File: src/rtl/playseq_auto_pkg.sv
// Shared constants, state encoding and helpers for the PlaySeq automatic player.
package playseq_auto_pkg;

    localparam int DEPTH = 16;
    localparam int IDX_W = 4;
    localparam int CNT_W = IDX_W + 1;
    localparam int GAP_W = 12;
    localparam int PR_W  = 8;

    localparam int PRESS_CYC_DEF   = 100;
    localparam int RELEASE_CYC_DEF = 100;
    localparam int GAP_CYC_DEF     = 1500;

    // Codes are visible on db_estado, so keep them stable.
    typedef enum logic [3:0] {
        OCIOSO    = 4'd0,
        INICIA    = 4'd1,
        ESPERA    = 4'd2,
        PRESSIONA = 4'd3,
        SOLTA     = 4'd4,
        FIM       = 4'd5
    } estado_t;

    // True when exactly one LED is lit.
    function automatic logic one_hot4(input logic [3:0] v);
        return (v != 4'd0) && ((v & (v - 4'd1)) == 4'd0);
    endfunction

endpackage

File: src/rtl/playseq_jogador_auto_if.sv
// Game-facing LED/button bus. master = automatic player, slave = game.
interface playseq_jogador_auto_if;
    logic [3:0] leds;
    logic       pronto;
    logic       ganhou;
    logic       perdeu;
    logic       timeout;
    logic       jogar;
    logic [3:0] botoes;

    modport master (
        input  leds, pronto, ganhou, perdeu, timeout,
        output jogar, botoes
    );

    modport slave (
        output leds, pronto, ganhou, perdeu, timeout,
        input  jogar, botoes
    );
endinterface

File: src/rtl/playseq_seq_buffer.sv
// 16x4 sequence store: synchronous append at the count position, combinational read.
module playseq_seq_buffer
    import playseq_auto_pkg::*;
(
    input  logic             clock,
    input  logic             reset,
    input  logic             wr_en,
    input  logic [3:0]       wr_data,
    input  logic             cnt_clr,
    input  logic [IDX_W-1:0] rd_idx,
    output logic [3:0]       rd_data,
    output logic [CNT_W-1:0] count
);
    logic [3:0] mem [DEPTH];

    // Append at count; a full buffer ignores writes so the count never wraps.
    always_ff @(posedge clock) begin
        if (reset) begin
            for (int i = 0; i < DEPTH; i++) mem[i] <= 4'd0;
            count <= '0;
        end else if (cnt_clr) begin
            count <= '0;
        end else if (wr_en && (count < CNT_W'(DEPTH))) begin
            mem[count[IDX_W-1:0]] <= wr_data;
            count                 <= count + CNT_W'(1);
        end
    end

    assign rd_data = mem[rd_idx];

endmodule

File: src/rtl/playseq_jogador_auto.sv
// Automatic PlaySeq player: captures the LED preview, then replays it on the buttons.
module playseq_jogador_auto
    import playseq_auto_pkg::*;
#(
    parameter int PRESS_CYC   = PRESS_CYC_DEF,
    parameter int RELEASE_CYC = RELEASE_CYC_DEF,
    parameter int GAP_CYC     = GAP_CYC_DEF
) (
    input  logic                   clock,
    input  logic                   reset,
    input  logic                   habilita,
    input  logic                   iniciar,
    input  logic [3:0]             botoes_manual,
    playseq_jogador_auto_if.master game,
    output logic                   ativo,
    output logic [CNT_W-1:0]       n_capturados,
    output logic                   overflow,
    output logic                   erro_led,
    output logic [3:0]             db_estado
);
    estado_t          estado, estado_prox;
    logic [3:0]       leds_prev, bot_auto, rd_data;
    logic [GAP_W-1:0] gap_cnt;
    logic [PR_W-1:0]  pr_cnt;
    logic [IDX_W-1:0] idx;
    logic             led_edge, resultado, jogar_w;
    logic             wr_en, cnt_clr, set_ovf, set_err;
    logic             gap_clr, gap_inc, pr_clr, pr_inc, idx_clr, idx_inc;
    logic             unused_pronto;

    // The game's pronto is implied by the result lines; nothing else needs it.
    assign unused_pronto = game.pronto;

    assign led_edge  = (leds_prev == 4'd0) && (game.leds != 4'd0);
    assign resultado = game.ganhou | game.perdeu | game.timeout;

    playseq_seq_buffer u_buf (
        .clock   (clock),
        .reset   (reset),
        .wr_en   (wr_en),
        .wr_data (game.leds),
        .cnt_clr (cnt_clr),
        .rd_idx  (idx),
        .rd_data (rd_data),
        .count   (n_capturados)
    );

    // State register.
    always_ff @(posedge clock) begin
        if (reset) estado <= OCIOSO;
        else       estado <= estado_prox;
    end

    // LED history for edge detection and the sticky error flags.
    always_ff @(posedge clock) begin
        if (reset) begin
            leds_prev <= 4'd0;
            overflow  <= 1'b0;
            erro_led  <= 1'b0;
        end else begin
            leds_prev <= game.leds;
            if (set_ovf) overflow <= 1'b1;
            if (set_err) erro_led <= 1'b1;
        end
    end

    // Gap, press/release and replay-index counters; all saturate or clear explicitly.
    always_ff @(posedge clock) begin
        if (reset) begin
            gap_cnt <= '0;
            pr_cnt  <= '0;
            idx     <= '0;
        end else begin
            if (gap_clr)                       gap_cnt <= '0;
            else if (gap_inc && gap_cnt != '1) gap_cnt <= gap_cnt + GAP_W'(1);
            if (pr_clr)                        pr_cnt  <= '0;
            else if (pr_inc && pr_cnt != '1)   pr_cnt  <= pr_cnt + PR_W'(1);
            if (idx_clr)                       idx     <= '0;
            else if (idx_inc && idx != '1)     idx     <= idx + IDX_W'(1);
        end
    end

    // Next-state and per-state controls; a game result overrides everything but OCIOSO.
    always_comb begin
        estado_prox = estado;
        jogar_w     = 1'b0;
        bot_auto    = 4'd0;
        wr_en       = 1'b0;
        cnt_clr     = 1'b0;
        set_ovf     = 1'b0;
        set_err     = 1'b0;
        gap_clr     = 1'b1;
        gap_inc     = 1'b0;
        pr_clr      = 1'b1;
        pr_inc      = 1'b0;
        idx_clr     = 1'b0;
        idx_inc     = 1'b0;
        case (estado)
            OCIOSO: begin
                if (iniciar && habilita) estado_prox = INICIA;
            end
            INICIA: begin
                jogar_w     = 1'b1;
                cnt_clr     = 1'b1;
                idx_clr     = 1'b1;
                estado_prox = ESPERA;
            end
            ESPERA: begin
                if (led_edge) begin
                    if (!one_hot4(game.leds))            set_err = 1'b1;
                    else if (n_capturados < CNT_W'(DEPTH)) wr_en = 1'b1;
                    else                                 set_ovf = 1'b1;
                end
                gap_clr = (game.leds != 4'd0);
                gap_inc = (game.leds == 4'd0) && (n_capturados != '0);
                if ((game.leds == 4'd0) && (gap_cnt == GAP_W'(GAP_CYC - 1))) begin
                    idx_clr     = 1'b1;
                    estado_prox = PRESSIONA;
                end
            end
            PRESSIONA: begin
                bot_auto = rd_data;
                pr_clr   = 1'b0;
                pr_inc   = 1'b1;
                if (pr_cnt == PR_W'(PRESS_CYC - 1)) begin
                    pr_clr      = 1'b1;
                    estado_prox = SOLTA;
                end
            end
            SOLTA: begin
                pr_clr = 1'b0;
                pr_inc = 1'b1;
                if (pr_cnt == PR_W'(RELEASE_CYC - 1)) begin
                    pr_clr = 1'b1;
                    // Last entry replayed: the game previews the whole sequence again.
                    if ({1'b0, idx} == n_capturados - CNT_W'(1)) begin
                        cnt_clr     = 1'b1;
                        estado_prox = ESPERA;
                    end else begin
                        idx_inc     = 1'b1;
                        estado_prox = PRESSIONA;
                    end
                end
            end
            FIM: begin
                // Waiting for iniciar low keeps a held start from relaunching a game.
                if (!iniciar) estado_prox = OCIOSO;
            end
            default: estado_prox = OCIOSO;
        endcase

        if (resultado && (estado != OCIOSO)) begin
            estado_prox = FIM;
            bot_auto    = 4'd0;
            wr_en       = 1'b0;
            set_ovf     = 1'b0;
            set_err     = 1'b0;
            cnt_clr     = 1'b0;
            idx_inc     = 1'b0;
        end
    end

    assign game.jogar  = jogar_w;
    assign game.botoes = habilita ? bot_auto : botoes_manual;
    assign ativo       = (estado != OCIOSO) && (estado != FIM);
    assign db_estado   = estado;

endmodule

File: src/flat_wrapper.sv
// flat-port wrapper written by rule: the top's interface ports become plain ports
module playseq_jogador_auto_flat import playseq_auto_pkg::*;
#(
    parameter int PRESS_CYC   = PRESS_CYC_DEF,
    parameter int RELEASE_CYC = RELEASE_CYC_DEF,
    parameter int GAP_CYC     = GAP_CYC_DEF
)
  (clock, reset, habilita, iniciar, botoes_manual, ativo, n_capturados, overflow, erro_led, db_estado, game_leds, game_pronto, game_ganhou, game_perdeu, game_timeout, game_jogar, game_botoes);
  playseq_jogador_auto_if game_i ();
  input  logic clock;
  input  logic reset;
  input  logic habilita;
  input  logic iniciar;
  input  logic [3:0] botoes_manual;
  output logic ativo;
  output logic [CNT_W-1:0] n_capturados;
  output logic overflow;
  output logic erro_led;
  output logic [3:0] db_estado;
  input wire logic [$bits(game_i.leds)-1:0] game_leds;
  input wire logic [$bits(game_i.pronto)-1:0] game_pronto;
  input wire logic [$bits(game_i.ganhou)-1:0] game_ganhou;
  input wire logic [$bits(game_i.perdeu)-1:0] game_perdeu;
  input wire logic [$bits(game_i.timeout)-1:0] game_timeout;
  output wire logic [$bits(game_i.jogar)-1:0] game_jogar;
  output wire logic [$bits(game_i.botoes)-1:0] game_botoes;
  assign game_i.leds = game_leds;
  assign game_i.pronto = game_pronto;
  assign game_i.ganhou = game_ganhou;
  assign game_i.perdeu = game_perdeu;
  assign game_i.timeout = game_timeout;
  assign game_jogar = game_i.jogar;
  assign game_botoes = game_i.botoes;
  playseq_jogador_auto #(.PRESS_CYC(PRESS_CYC), .RELEASE_CYC(RELEASE_CYC), .GAP_CYC(GAP_CYC)) u_core (.clock(clock), .reset(reset), .habilita(habilita), .iniciar(iniciar), .botoes_manual(botoes_manual), .game(game_i), .ativo(ativo), .n_capturados(n_capturados), .overflow(overflow), .erro_led(erro_led), .db_estado(db_estado));
endmodule
File: config.mk
export PLATFORM = sky130hd
export DESIGN_NAME = playseq_jogador_auto_flat
export DESIGN_NICKNAME = d
export VERILOG_FILES = /design/src/rtl/playseq_auto_pkg.sv /design/src/rtl/playseq_jogador_auto_if.sv /design/src/rtl/playseq_seq_buffer.sv /design/src/rtl/playseq_jogador_auto.sv /design/src/flat_wrapper.sv
export SDC_FILE = /design/constraint.sdc
export NUM_CORES = 1
export LEC_CHECK = 0
export BUFFER_PORTS_ARGS = -buffer_cell sky130_fd_sc_hd__buf_2
export CELL_PAD_IN_SITES_DETAIL_PLACEMENT = 0
export CELL_PAD_IN_SITES_GLOBAL_PLACEMENT = 1
export CORE_MARGIN = 4
export CORE_UTILIZATION = 35
export CTS_CLUSTER_DIAMETER = 50
export DETAILED_ROUTE_END_ITERATION = 12
export PLACE_DENSITY = 0.64
export SLEW_MARGIN = 5
export SYNTH_ARGS = -nofsm -noshare
export SYNTH_HDL_FRONTEND = slang
export SYNTH_HIERARCHICAL = 1
export SYNTH_SLANG_ARGS = --single-unit
File: constraint.sdc
create_clock -name clock -period 7.1 [get_ports clock]
set_input_delay 1.42 -clock clock [delete_from_list [all_inputs] [get_ports clock]]
set_output_delay 1.42 -clock clock [all_outputs]
set_load 0.005 [all_outputs]
# Yosys cells after proc, flatten, opt, wreduce, memory -nomap -nowiden
# Memories as Yosys holds them, arrays and structs flattened. A register that Yosys moved wholly into a read port is not among the register bits.
# Cells that the tools add are included.
dict set report op_classes {
  shift 0
  bitwise 3
  eq_ne 22
  magnitude_cmp 1
  mul 0
  reduce_logical 27
  n_mux 52
  div_mod_pow 0
  addsub 6
}
# op count
set op_table {}
lappend op_table {{$mux W4} 12}
lappend op_table {{$mux W1} 36}
lappend op_table {{$pmux W4 S6} 1}
lappend op_table {{$logic_not A4 Y1} 4}
lappend op_table {{$add A12 B1 Y12 const B} 1}
lappend op_table {{$eq A12 B11 Y1 const B} 1}
lappend op_table {{$ne A12 B12 Y1 const B} 1}
lappend op_table {{$ne A3 B1 Y1 const B} 4}
lappend op_table {{$reduce_or A2 Y1} 6}
lappend op_table {{$logic_and A1 B1 Y1} 11}
lappend op_table {{$reduce_and A5 Y1} 2}
lappend op_table {{$add A8 B1 Y8 const B} 1}
lappend op_table {{$eq A4 B2 Y1 const B} 2}
lappend op_table {{$eq A4 B3 Y1 const B} 2}
lappend op_table {{$eq A8 B7 Y1 const B} 1}
lappend op_table {{$ne A2 B1 Y1 const B} 4}
lappend op_table {{$ne A8 B8 Y1 const B} 1}
lappend op_table {{$reduce_bool A4 Y1} 2}
lappend op_table {{$add A5 B1 Y5 const B} 1}
lappend op_table {{$eq A4 B5 Y1} 1}
lappend op_table {{$lt A5 B5 Y1 const B} 1}
lappend op_table {{$reduce_bool A5 Y1} 1}
lappend op_table {{$sub A5 B1 Y5 const B} 1}
lappend op_table {{$add A4 B1 Y4 const B} 1}
lappend op_table {{other kinds (11)} 13}
dict set report totals {
  n_memories 1
  inputBits 16
  latchBits 0
  output_inout_bits 17
  regBits 39
  rom_bits 0
  ram_bits 64
}
# memory depth word_bits read_ports rd_ports_with_merged_regs write_ports line
set mem_list {}
lappend mem_list {u_core.u_buf.mem 16 4 1 1 16 playseq_seq_buffer.sv:14} ;# logic [3:0] mem [DEPTH];

# Logic depth before layout (Yosys ltp)
# Gate-level depths: netlist (run 1).
dict set report logic_depth {
  word_depth 15
  depth_mapped 11
  mapped_depth_nobuf 10
}

# Cells and area by module
# Netlist (run 1), hierarchy kept.
# mod area_each_um2 cells_per_inst n_inst
set by_module_without_submodules {}
lappend by_module_without_submodules {playseq_seq_buffer 3234.4 249 1}
lappend by_module_without_submodules {playseq_jogador_auto 1981.9 240 1}

# Least setup slack after synthesis (run 1)
# OpenSTA, ideal clock, no wires.
dict set report synth_path {
  path_type {input-to-reg}
  start {input port game_perdeu}
  end {memory u_core.u_buf.mem[15][0] (enable)}
  slack_ns 2.979
  arrival_time_ns 3.783
  cell_stages 8
  t_required_ns 6.762
  setup_ns 0.338
  n_path_buf 2
  cell_sequence {or3_1 > clkbuf_1 > or4_1 > nor3_1 > nor4b_4 > nand2_1 > buf_2 > o21bai_1}
}
# item line
set synth_rtl {}
lappend synth_rtl {{start, declared} flat_wrapper.sv:23} ;# input wire logic [$bits(game_i.perdeu)-1:0] game_perdeu;
lappend synth_rtl {{end, declared} playseq_seq_buffer.sv:14}

==> out/qor.yml, run 1 <==
run_status: "finished clean"
core-area_um2: 14600
dp.final_hpwl_um: 8200
timing.critical_path.required_ps: 7090
htree_num_levels: 3
hold_depth: 1
areaGrowthSynthToFinish_pct: 10.8
tns_ps: 0
grt_antenna_before_repair: 0
drt_first_pass_iters: 4
detail_route.wl_per_cell_um: 16.8
cts_sink_cnt: 102
netlist.top_cell.by_area: "edfxtp_1"
wl_met2_um: 5460
routabilityCongestion: 0.768
timing.critical_path.fanout_max: 20
vdd.ir_drop.worst_v: 0.0000914
timing.clock.skew_ps: 9.55
via_count: 3677
worstRegToRegCells: 6
worstMarginPinSlew_ps: 959
yosysUniqueCellTypes: 60
synth.ff_latch_count: 102
syn_area_um2: 5220
relSlewSlack_pct: 36.0
timing.hold.ws_ps: 477
io_buf_count: 30
layout-drive-gt1-share_pct: 14.8
placement_rows: 44
cts_repair_resize_count: 0
synth_area_leaders: "edfxtp_1 37%, dfxtp_1 15%, mux4_2 6.9%"
syn-num-nets: 513
topRoutingLayerUsed: "met4"
sum_of_overflow_across_all_layers_after_global_routing: 0
design.portCount: 33
crit_path_end_kind: "flip-flop"
criticalPathCategory: "input port to flip-flop"
yosys.area.top_type_share_pct: 36.8
fp.dieH_um: 130
antenna_cells: 0
fin_nets: 532
root_buffer: "clkbuf_16"
cts.path.max_buffers: 2
most_instantiated_library_cell_after_synthesis: "nor2_1"
fmaxAchievable_mhz: 206
power.density_nw_per_um2: 212
routedLengthMet1_um: 5530
initial_core_util_pct: 35.8
drv_cap: 0
clk-insertion-delay-late_ps: 350
cts_post_setup_buffers_inserted: 0
postSynthCellCount: 489
floorplan.die.width_um: 130
drt-total-wl_um: 11700
syn-mean-instance-area_um2: 10.7
power.total_w: 0.00123
worst_reg2reg_setup_slack_ps: 2840
hold_start: "u_core/overflow"
grt_start_max_net_pins: 29
fin_crit_share_pct: 68.4
detailroute.wirelength.met3_um: 523
crit_path_top_delay_cell: "nand2_1"
groute.usage.overall_pct: 14.9
postSynth.asyncResetShare_pct: 0
grt_pass1_vias: 3566
design.die.area_um2: 16900
finalMaxSlewViolations: 0
yosysSeqAreaShare_pct: 51.4
drc_errors: 0
timing.hold.worst.class: "flip-flop to flip-flop"
avgViaCountPerCell: 5.28
grt_first_pass_wirelength_um: 19200
tritoncts: "built"
holdPathEnd: "u_core/overflow"
leakage_dissipation_nw: 1.88
period_minus_slack_ps: 4860
cts_hold_buffers: 0
worst_setup_path_start_kind: "input port"
grt_setup_unrepaired: "false"
clk_pin_slew_worst_paths_ps: 70
synthFlopType: "edfxtp_1"
rr_endpoint: "u_core/u_buf/mem[7][3]"
synth.cells.most_frequent: "92 x nor2_1, 64 x edfxtp_1, 42 x nand2_1"
final-hold-violation-count: 0
number_of_enable_type_register_cells_in_the_synthesized_netlist: 64
worstReg2RegStart: "u_core/db_estado[1]"
setup_viols_final: 0
timing.critical_path.slowest_cell_delay_ps: 620
number_of_drc_markers_after_the_initial_detailed_route_iteration: 229
final_area_um2: 5780
yosysWarnings: 6
drtAntennaViolNets: 0
arrival_ps: 4850
dpl_cell_area_um2: 5470
numCtsBuffers: 9
path_cells: "buf_2, or3_1, or4_1, nor3_1, nor4b_4, nand2_1, o21bai_1"
per-stage QoR:
step                      cells  util [%]  setup slack [ps]
after floorplan             489         -              2980
after global placement      681      37.5              1990
after detailed placement    681      37.5              1930
after CTS                   697      39.6              2310
after global routing        697      39.6              2060
final                       697      39.6              2240
final cells by class:
class,instances,area (µm²)
Sequential cell,102,2680
Clock buffer,13,262
Inverter,14,52.6
Timing Repair Buffer,31,158
Tap cell,184,230
Multi-Input combinational cell,350,2350
Clock inverter,3,43.8
Fill cell,1390,8810
kinds of logic after synthesis:
family	Yosys count	share of synthesized area [%]
multiplexers	22	8.06
AO/OA/AOI/OAI	59	8.20
flip-flops	102	51.4
XOR/XNOR	20	3.36
AND/OR/NAND/NOR	239	23.3
buffers and inverters	37	3.50
other	1	0.0719
adder cells (fa/ha/maj)	9	2.11
state kept, by name (all words and copies together), names as in the netlist:
| signal | flops |
|---|---|
| u_core/u_buf/mem | 64 |
| u_core/overflow | 1 |
| u_core/leds_prev | 4 |
| u_core/idx | 4 |
| u_core/db_estado | 3 |
| u_core/pr_cnt | 8 |
| u_core/gap_cnt | 12 |
| u_core/erro_led | 1 |
| u_core/u_buf/count | 5 |
worst max path at each step:
| stage | from | end | slack (ps) |
|---|---|---|---|
| after global placement | game_perdeu | u_core/u_buf/mem[7][3] | 1990 |
| after detailed placement | game_perdeu | u_core/u_buf/mem[7][3] | 1930 |
| after floorplan | game_perdeu | u_core/u_buf/mem[15][0] | 2980 |
| after global routing | game_perdeu | u_core/u_buf/mem[7][0] | 2060 |
| final | game_perdeu | u_core/u_buf/mem[7][3] | 2240 |
| after CTS | game_perdeu | u_core/u_buf/mem[7][3] | 2310 |
critical path, delay by kind of cell:
family	cells	cell delay, ps
buf+inv	1	100
simple gates	5	2700
compound gates	1	620
routing by layer:
layer  track usage [%]  vias up
li1                  -     1821
met1              20.7     1781
met2              23.1       63
met3              2.50       12
met4              6.11        0
met5                 0        -
power by group:
part / switching, W / total (W) / leakage [nW] / internal (W)
Combinational: 0.0000372 / 0.0000641 / 0.789 / 0.0000268
Sequential: 0.0000109 / 0.000657 / 0.942 / 0.000646
Clock: 0.000209 / 0.000504 / 0.149 / 0.000295
placed cells by master (no fill, tap or decap), types with 4 or more instances in the layout:
master | netlist | final
a21oi_1 | 8 | 8
a22oi_1 | 4 | 4
a31o_2 | 4 | 4
and2_1 | 4 | 4
and3_1 | 6 | 6
buf_2 | 2 | 30
clkbuf_16 | 0 | 10
dfxtp_1 | 38 | 38
edfxtp_1 | 64 | 64
ha_1 | 8 | 8
inv_1 | 14 | 14
mux2i_1 | 6 | 6
mux4_2 | 16 | 16
nand2_1 | 42 | 42
nand2b_1 | 7 | 7
nand3_1 | 23 | 23
nand4_1 | 7 | 7
nor2_1 | 92 | 92
nor2b_1 | 13 | 13
nor3_1 | 6 | 6
nor3b_1 | 4 | 4
nor4_1 | 4 | 4
o21ai_0 | 7 | 7
o21bai_1 | 12 | 12
or3_1 | 4 | 4
or4_1 | 7 | 7
xnor2_1 | 9 | 9
xor2_1 | 11 | 11
Power figures use the tool's default switching activity.
==> run 2, diff against run 1 <==
==> constraint.sdc (replaced) <==
create_clock -name clock -period 5.1 [get_ports clock]
set_input_delay 1.02 -clock clock [delete_from_list [all_inputs] [get_ports clock]]
set_output_delay 1.02 -clock clock [all_outputs]
set_load 0.005 [all_outputs]
==> run 2 against run 1 <==
Largest cell class unchanged; cell area about the same; first-iteration DRC count grew 17%; worst setup slack lost 1300 ps; clock skew down 4.7 ps; wire length up 1.9%; critical endpoint is now u_core/u_buf/mem[11][2]; sequential power up 39%.
==> out/qor.yml, run 2 (same netlist as run 1, synthesis figures left out) <==
timing.hold.worst.class: "flip-flop to flip-flop"  # unchanged
finalMaxSlewViolations: 0  # unchanged
top_register: "u_core/u_buf/mem"  # unchanged
io_buf_count: 30  # unchanged
rr_endpoint: "u_core/u_buf/mem[11][2]"  # was u_core/u_buf/mem[7][3]
worst_reg2reg_setup_slack_ps: 1150  # was 2840 ps
core-area_um2: 14600  # unchanged
htree_num_levels: 3  # unchanged
comb_power_share_pct: 5.3  # was 5.2%
run_status: "finished clean"  # unchanged
detail_route.wl_per_cell_um: 17.1  # was 16.8 µm
period_minus_slack_ps: 4160
drc_errors: 0  # unchanged
final-hold-violation-count: 0  # unchanged
worstMarginPinSlew_ps: 955  # was 959 ps
grt_start_max_net_pins: 29  # unchanged
antenna_cells: 0  # unchanged
p_int_w: 0.00132  # was 0.000968 W
hold_depth: 1  # unchanged
fin_nets: 534  # was 532
clk-insertion-delay-late_ps: 340  # was 350 ps
timing.clock.skew_ps: 4.88  # was 9.55 ps
design.die.area_um2: 16900  # unchanged
layout.cells.most_common_list: "92 x nor2_1, 64 x edfxtp_1, 42 x nand2_1, 38 x dfxtp_1, 30 x buf_2"  # unchanged
dpl_cell_area_um2: 5490  # was 5470 µm²
cts.path.max_buffers: 2  # unchanged
path_cells: "buf_2, or3_1, or4_1, nor3_1, nor4b_4, nand2_1, o21bai_1"  # unchanged
cts_sink_cnt: 102  # unchanged
drt_first_pass_iters: 4  # unchanged
final_area_um2: 5780  # about the same
numCtsBuffers: 9  # unchanged
cts_hold_buffers: 0  # unchanged
initial_core_util_pct: 35.8  # unchanged
design.portCount: 33  # unchanged
vdd.ir_drop.worst_v: 0.000138  # was 0.0000914 V
setup_viols_final: 0  # unchanged
routedLengthMet1_um: 5620  # was 5530 µm
relSlewSlack_pct: 36.3  # was 36.0%
timing.critical_path.required_ps: 5100  # was 7090 ps
power.density_nw_per_um2: 292  # was 212 nW/µm²
crit_path_top_delay_cell: "or4_1"  # was nand2_1
switching_share_pct: 21.9  # was 21.0%
worst_path_dominant_cell_family: "simple AND/OR/NAND/NOR gates"  # unchanged
fmaxAchievable_mhz: 241
fp.dieH_um: 130  # unchanged
worst_setup_path_start_kind: "input port"  # unchanged
tns_ps: 0  # unchanged
sum_of_overflow_across_all_layers_after_global_routing: 0  # unchanged
areaGrowthSynthToFinish_pct: 10.8  # about the same
criticalPathCategory: "input port to flip-flop"  # unchanged
cts_repair_resize_count: 0  # unchanged
fin_crit_share_pct: 81.5
timing.critical_path.depth: 7  # unchanged
timing.critical_path.fanout_max: 13  # was 20
routabilityCongestion: 0.758  # was 0.768
leakage_dissipation_nw: 1.88  # about the same
tritoncts: "built"  # unchanged
timing.critical_path.slowest_cell_delay_ps: 590  # was 620 ps
groute.usage.overall_pct: 15.0  # was 14.9%
worstRegToRegCells: 6  # unchanged
mostFrequentLayoutCell: "nor2_1"  # unchanged
power.sequential.fraction_pct: 54.2  # was 53.6%
timing.hold.ws_ps: 465  # was 477 ps
grt_antenna_before_repair: 0  # unchanged
avgViaCountPerCell: 5.35  # was 5.28
critical_path.n_buffers_inverters: 1  # unchanged
largest_register_ffs: 64  # unchanged
dp.final_hpwl_um: 8580  # was 8200 µm
number_of_drc_markers_after_the_initial_detailed_route_iteration: 267  # was 229
via_count: 3740  # was 3677
detailroute.wirelength.met3_um: 448  # was 523 µm
clk_pin_slew_worst_paths_ps: 70  # about the same
power_switching_w: 0.000370  # was 0.000257 W
share_clk_of_total_power_pct: 40.5  # was 41.2%
drtAntennaViolNets: 0  # unchanged
topRoutingLayerUsed: "met4"  # unchanged
root_buffer: "clkbuf_16"  # unchanged
drt-total-wl_um: 11900  # was 11700 µm
layout-drive-gt1-share_pct: 15.3  # was 14.8%
cts_post_setup_buffers_inserted: 0  # unchanged
floorplan.die.width_um: 130  # unchanged
hold_start: "u_core/overflow"  # unchanged
grt_setup_unrepaired: "false"  # unchanged
grt_first_pass_wirelength_um: 19400  # was 19200 µm
placement_rows: 44  # unchanged
crit_path_end_kind: "flip-flop"  # unchanged
wl_met2_um: 5510  # was 5460 µm
largest_registers: "u_core/u_buf/mem x64, u_core/gap_cnt x12, u_core/pr_cnt x8"  # unchanged
holdPathEnd: "u_core/overflow"  # unchanged
arrival_ps: 4160  # was 4850 ps
grt_pass1_vias: 3637  # was 3566
drv_cap: 0  # unchanged
worstReg2RegStart: "u_core/db_estado[1]"  # unchanged
## run 2: power groups by stage
stage	Clock (W)	Combinational (W)	Sequential (W)
floorplan	0	0.0000646	0.000923
global placement	0	0.0000888	0.000932
detailed placement	0	0.0000897	0.000933
CTS	0.000702	0.0000900	0.000915
global route	0.000730	0.0000998	0.000918
finish	0.000684	0.0000892	0.000915
## run 2: worst max-delay path by stage
stage                            from                      end
final                     game_perdeu  u_core/u_buf/mem[11][2]
after global routing      game_perdeu  u_core/u_buf/mem[11][1]
after floorplan           game_perdeu  u_core/u_buf/mem[15][0]
after global placement    game_perdeu   u_core/u_buf/mem[7][1]
after CTS                 game_perdeu  u_core/u_buf/mem[11][2]
after detailed placement  game_perdeu  u_core/u_buf/mem[11][1]
## run 2: final cells by class
type | count | area (µm²)
Sequential cell | 102 | 2680
Fill cell | 1394 | 8810
Inverter | 14 | 52.6
Timing Repair Buffer | 33 | 173
Clock inverter | 5 | 58.8
Tap cell | 184 | 230
Multi-Input combinational cell | 350 | 2350
Clock buffer | 11 | 233
## run 2: layer usage
metal,vias up,global-route usage [%]
met5,-,0
li1,1821,-
met2,65,22.7
met3,16,2.42
met1,1838,21.0
met4,0,7.15
## run 2: per-stage QoR
step	util, %	total power, W	setup slack (ps)	std cells
final	39.6	0.00169	943	699
after global routing	39.6	0.00175	747	699
after CTS	39.6	0.00171	971	699
after detailed placement	37.6	0.00102	609	683
after global placement	37.6	0.00102	659	683
after floorplan	-	0.000988	1380	489
==> run 3, diff against run 2 <==
--- a/config.mk
+++ b/config.mk
@@ -12,7 +12,7 @@
 export CORE_UTILIZATION = 35
 export CTS_CLUSTER_DIAMETER = 50
 export DETAILED_ROUTE_END_ITERATION = 12
-export PLACE_DENSITY = 0.64
+export PLACE_DENSITY = 0.66
 export SLEW_MARGIN = 5
 export SYNTH_ARGS = -nofsm -noshare
 export SYNTH_HDL_FRONTEND = slang
==> constraint.sdc (replaced) <==
create_clock -name clock -period 3.4 [get_ports clock]
set_input_delay 0.68 -clock clock [delete_from_list [all_inputs] [get_ports clock]]
set_output_delay 0.68 -clock clock [all_outputs]
set_load 0.005 [all_outputs]
==> run 3 against run 2 <==
Global-route usage increased by 0.085 points; via count increased by 1.8%; clock power increased by 51%; sequential power increased by 49%; critical endpoint is now u_core/u_buf/mem[14][2].
==> out/qor.yml, run 3 (same netlist as run 1, synthesis figures left out) <==
dp.final_hpwl_um: 8960  # was 8580 µm
power.sequential.fraction_pct: 53.2  # was 54.2%
switching_share_pct: 22.1  # was 21.9%
grt_setup_unrepaired: "false"  # unchanged
power.density_nw_per_um2: 423  # was 292 nW/µm²
cts_sink_cnt: 102  # unchanged
fin_nets: 567  # was 534
top_register: "u_core/u_buf/mem"  # unchanged
num-fill-cells: 1371  # was 1394
io_buf_count: 30  # unchanged
fin_crit_share_pct: 88.8
design.die.area_um2: 16900  # unchanged
core_occupancy_in_the_finished_layout_pct: 41.5  # was 39.6%
avgViaCountPerCell: 5.20  # was 5.35
timing.critical_path.fanout_max: 9  # was 13
drc_errors: 0  # unchanged
crit_path_end_kind: "flip-flop"  # unchanged
layout-drive-gt1-share_pct: 20.6  # was 15.3%
grt.met2_usage_pct: 23.7  # was 22.7%
antenna_cells: 0  # unchanged
largest_register_ffs: 64  # unchanged
core-area_um2: 14600  # unchanged
htree_num_levels: 3  # unchanged
grt_antenna_before_repair: 0  # unchanged
via_count: 3809  # was 3740
finalMaxSlewViolations: 0  # unchanged
areaGrowthSynthToFinish_pct: 16.0  # was 10.8%
numCtsBuffers: 9  # unchanged
timing.critical_path.required_ps: 3410  # was 5100 ps
grt_first_pass_wirelength_um: 19600  # was 19400 µm
root_buffer: "clkbuf_16"  # unchanged
cts_hold_buffers: 0  # unchanged
relSlewSlack_pct: 32.2  # was 36.3%
layout.cells.most_common_list: "92 x nor2_1, 64 x edfxtp_1, 42 x nand2_1, 38 x dfxtp_1, 35 x buf_4"  # was 92 x nor2_1, 64 x edfxtp_1, 42 x nand2_1, 38 x dfxtp_1, 30 x buf_2
groute.usage.overall_pct: 15.1  # was 15.0%
fp.dieH_um: 130  # unchanged
routabilityCongestion: 0.782  # was 0.758
timing.clock.skew_ps: 7.49  # was 4.88 ps
period_minus_slack_ps: 3020
criticalPathCategory: "input port to flip-flop"  # unchanged
sum_of_overflow_across_all_layers_after_global_routing: 0  # unchanged
mostFrequentLayoutCell: "nor2_1"  # unchanged
placement_rows: 44  # unchanged
power_switching_w: 0.000565  # was 0.000370 W
drv_cap: 0  # unchanged
fmaxAchievable_mhz: 331
cts_repair_resize_count: 0  # unchanged
final-hold-violation-count: 0  # unchanged
design.portCount: 33  # unchanged
leakage_dissipation_nw: 2.05  # was 1.88 nW
setup_viols_final: 0  # unchanged
drt-total-wl_um: 12300  # was 11900 µm
worst_setup_path_start_kind: "input port"  # unchanged
comb_power_share_pct: 6.4  # was 5.3%
grt_start_max_net_pins: 28  # was 29
share_clk_of_total_power_pct: 40.4  # was 40.5%
number_of_drc_markers_after_the_initial_detailed_route_iteration: 330  # was 267
p_int_w: 0.00199  # was 0.00132 W
timing.hold.worst.class: "flip-flop to flip-flop"  # unchanged
drtAntennaViolNets: 0  # unchanged
global_route.usage.met1_pct: 21.1  # was 21.0%
critPathLaunch: "game_perdeu"  # unchanged
run_status: "finished clean"  # unchanged
clk-insertion-delay-late_ps: 340  # about the same
tns_ps: 0  # unchanged
vdd.ir_drop.worst_v: 0.000240  # was 0.000138 V
detail_route.wl_per_cell_um: 16.8  # was 17.1 µm
initial_core_util_pct: 35.8  # unchanged
grt.busiest_layer: "met2"  # unchanged
worstMarginPinSlew_ps: 1000  # was 955 ps
tritoncts: "built"  # unchanged
worstReg2RegStart: "u_core/db_estado[2]"  # was u_core/db_estado[1]
cts.path.max_buffers: 2  # unchanged
floorplan.die.width_um: 130  # unchanged
arrival_ps: 3030  # was 4160 ps
grt.met3_usage_pct: 2.09  # was 2.42%
hold_start: "u_core/overflow"  # unchanged
drt_first_pass_iters: 5  # was 4
clk_pin_slew_worst_paths_ps: 70  # about the same
largest_registers: "u_core/u_buf/mem x64, u_core/gap_cnt x12, u_core/pr_cnt x8"  # unchanged
grt_pass1_vias: 3686  # was 3637
cts_post_setup_buffers_inserted: 0  # unchanged
==> run 3: cell count changes in the layout (fill, tap and decap cells not counted) <==
cell      change
buf_4        +32
inv_6         -1
clkinv_4      +1
buf_12        +1
inv_8         +1
clkinv_1      +1
clkbuf_1      -2
==> run 3: layout make-up <==
type,count,area [µm²],share of cell area [%]
flip-flops and latches,102,2680,44.4
repair buffers,66,433,7.16
inverters,14,52.6,0.869
clock inverters,7,73.8,1.22
well taps,184,230,3.81
clock buffers,9,225,3.72
multi-input cells,350,2350,38.9
==> run 3: worst paths after layout <==
kind                             endpoint  slack, ps  cells after the start
setup / recovery  u_core/u_buf/mem[14][2]        380                      8
hold / removal            u_core/overflow        480                      1
setup reg to reg  u_core/u_buf/mem[14][2]        460                      7
hold reg to reg           u_core/overflow        480                      1
==> run 3: worst max-delay path: stages <==
cell and delay, ps:
buf_2 100, or3_1 410, or4_1 570, nor3_1 270, nor4b_4 270, buf_4 200
nand2_2 160, o21bai_1 360
==> run 3: through the flow <==
stage                     hold slack (ps)  instance area, µm²  total power (W)  instances  setup WS [ps]
after CTS                             481                6050          0.00258        732            399
after global routing                  496                6050          0.00264        732            256
after floorplan                       449                5220          0.00148        489           19.3
after detailed placement              467                5750          0.00155        716           32.4
final                                 476                6050          0.00256        732            381
after global placement                454                5750          0.00155        716           69.2
==> run 3: metal layers <==
layer	share of wire (%)	wire, µm	vias to the layer above
met1	48	5850	1850
met5	0	0	-
met3	3.0	371	14
li1	-	-	1887
met2	47	5800	58
met4	2.1	263	0
==> run 3: power by group through the flow <==
stage / clock network (W) / logic, W / registers, W
after floorplan: 0 / 0.0000969 / 0.00138
after global placement: 0 / 0.000162 / 0.00139
after detailed placement: 0 / 0.000163 / 0.00139
after CTS: 0.00106 / 0.000164 / 0.00136
after global routing: 0.00110 / 0.000179 / 0.00136
final: 0.00103 / 0.000163 / 0.00136
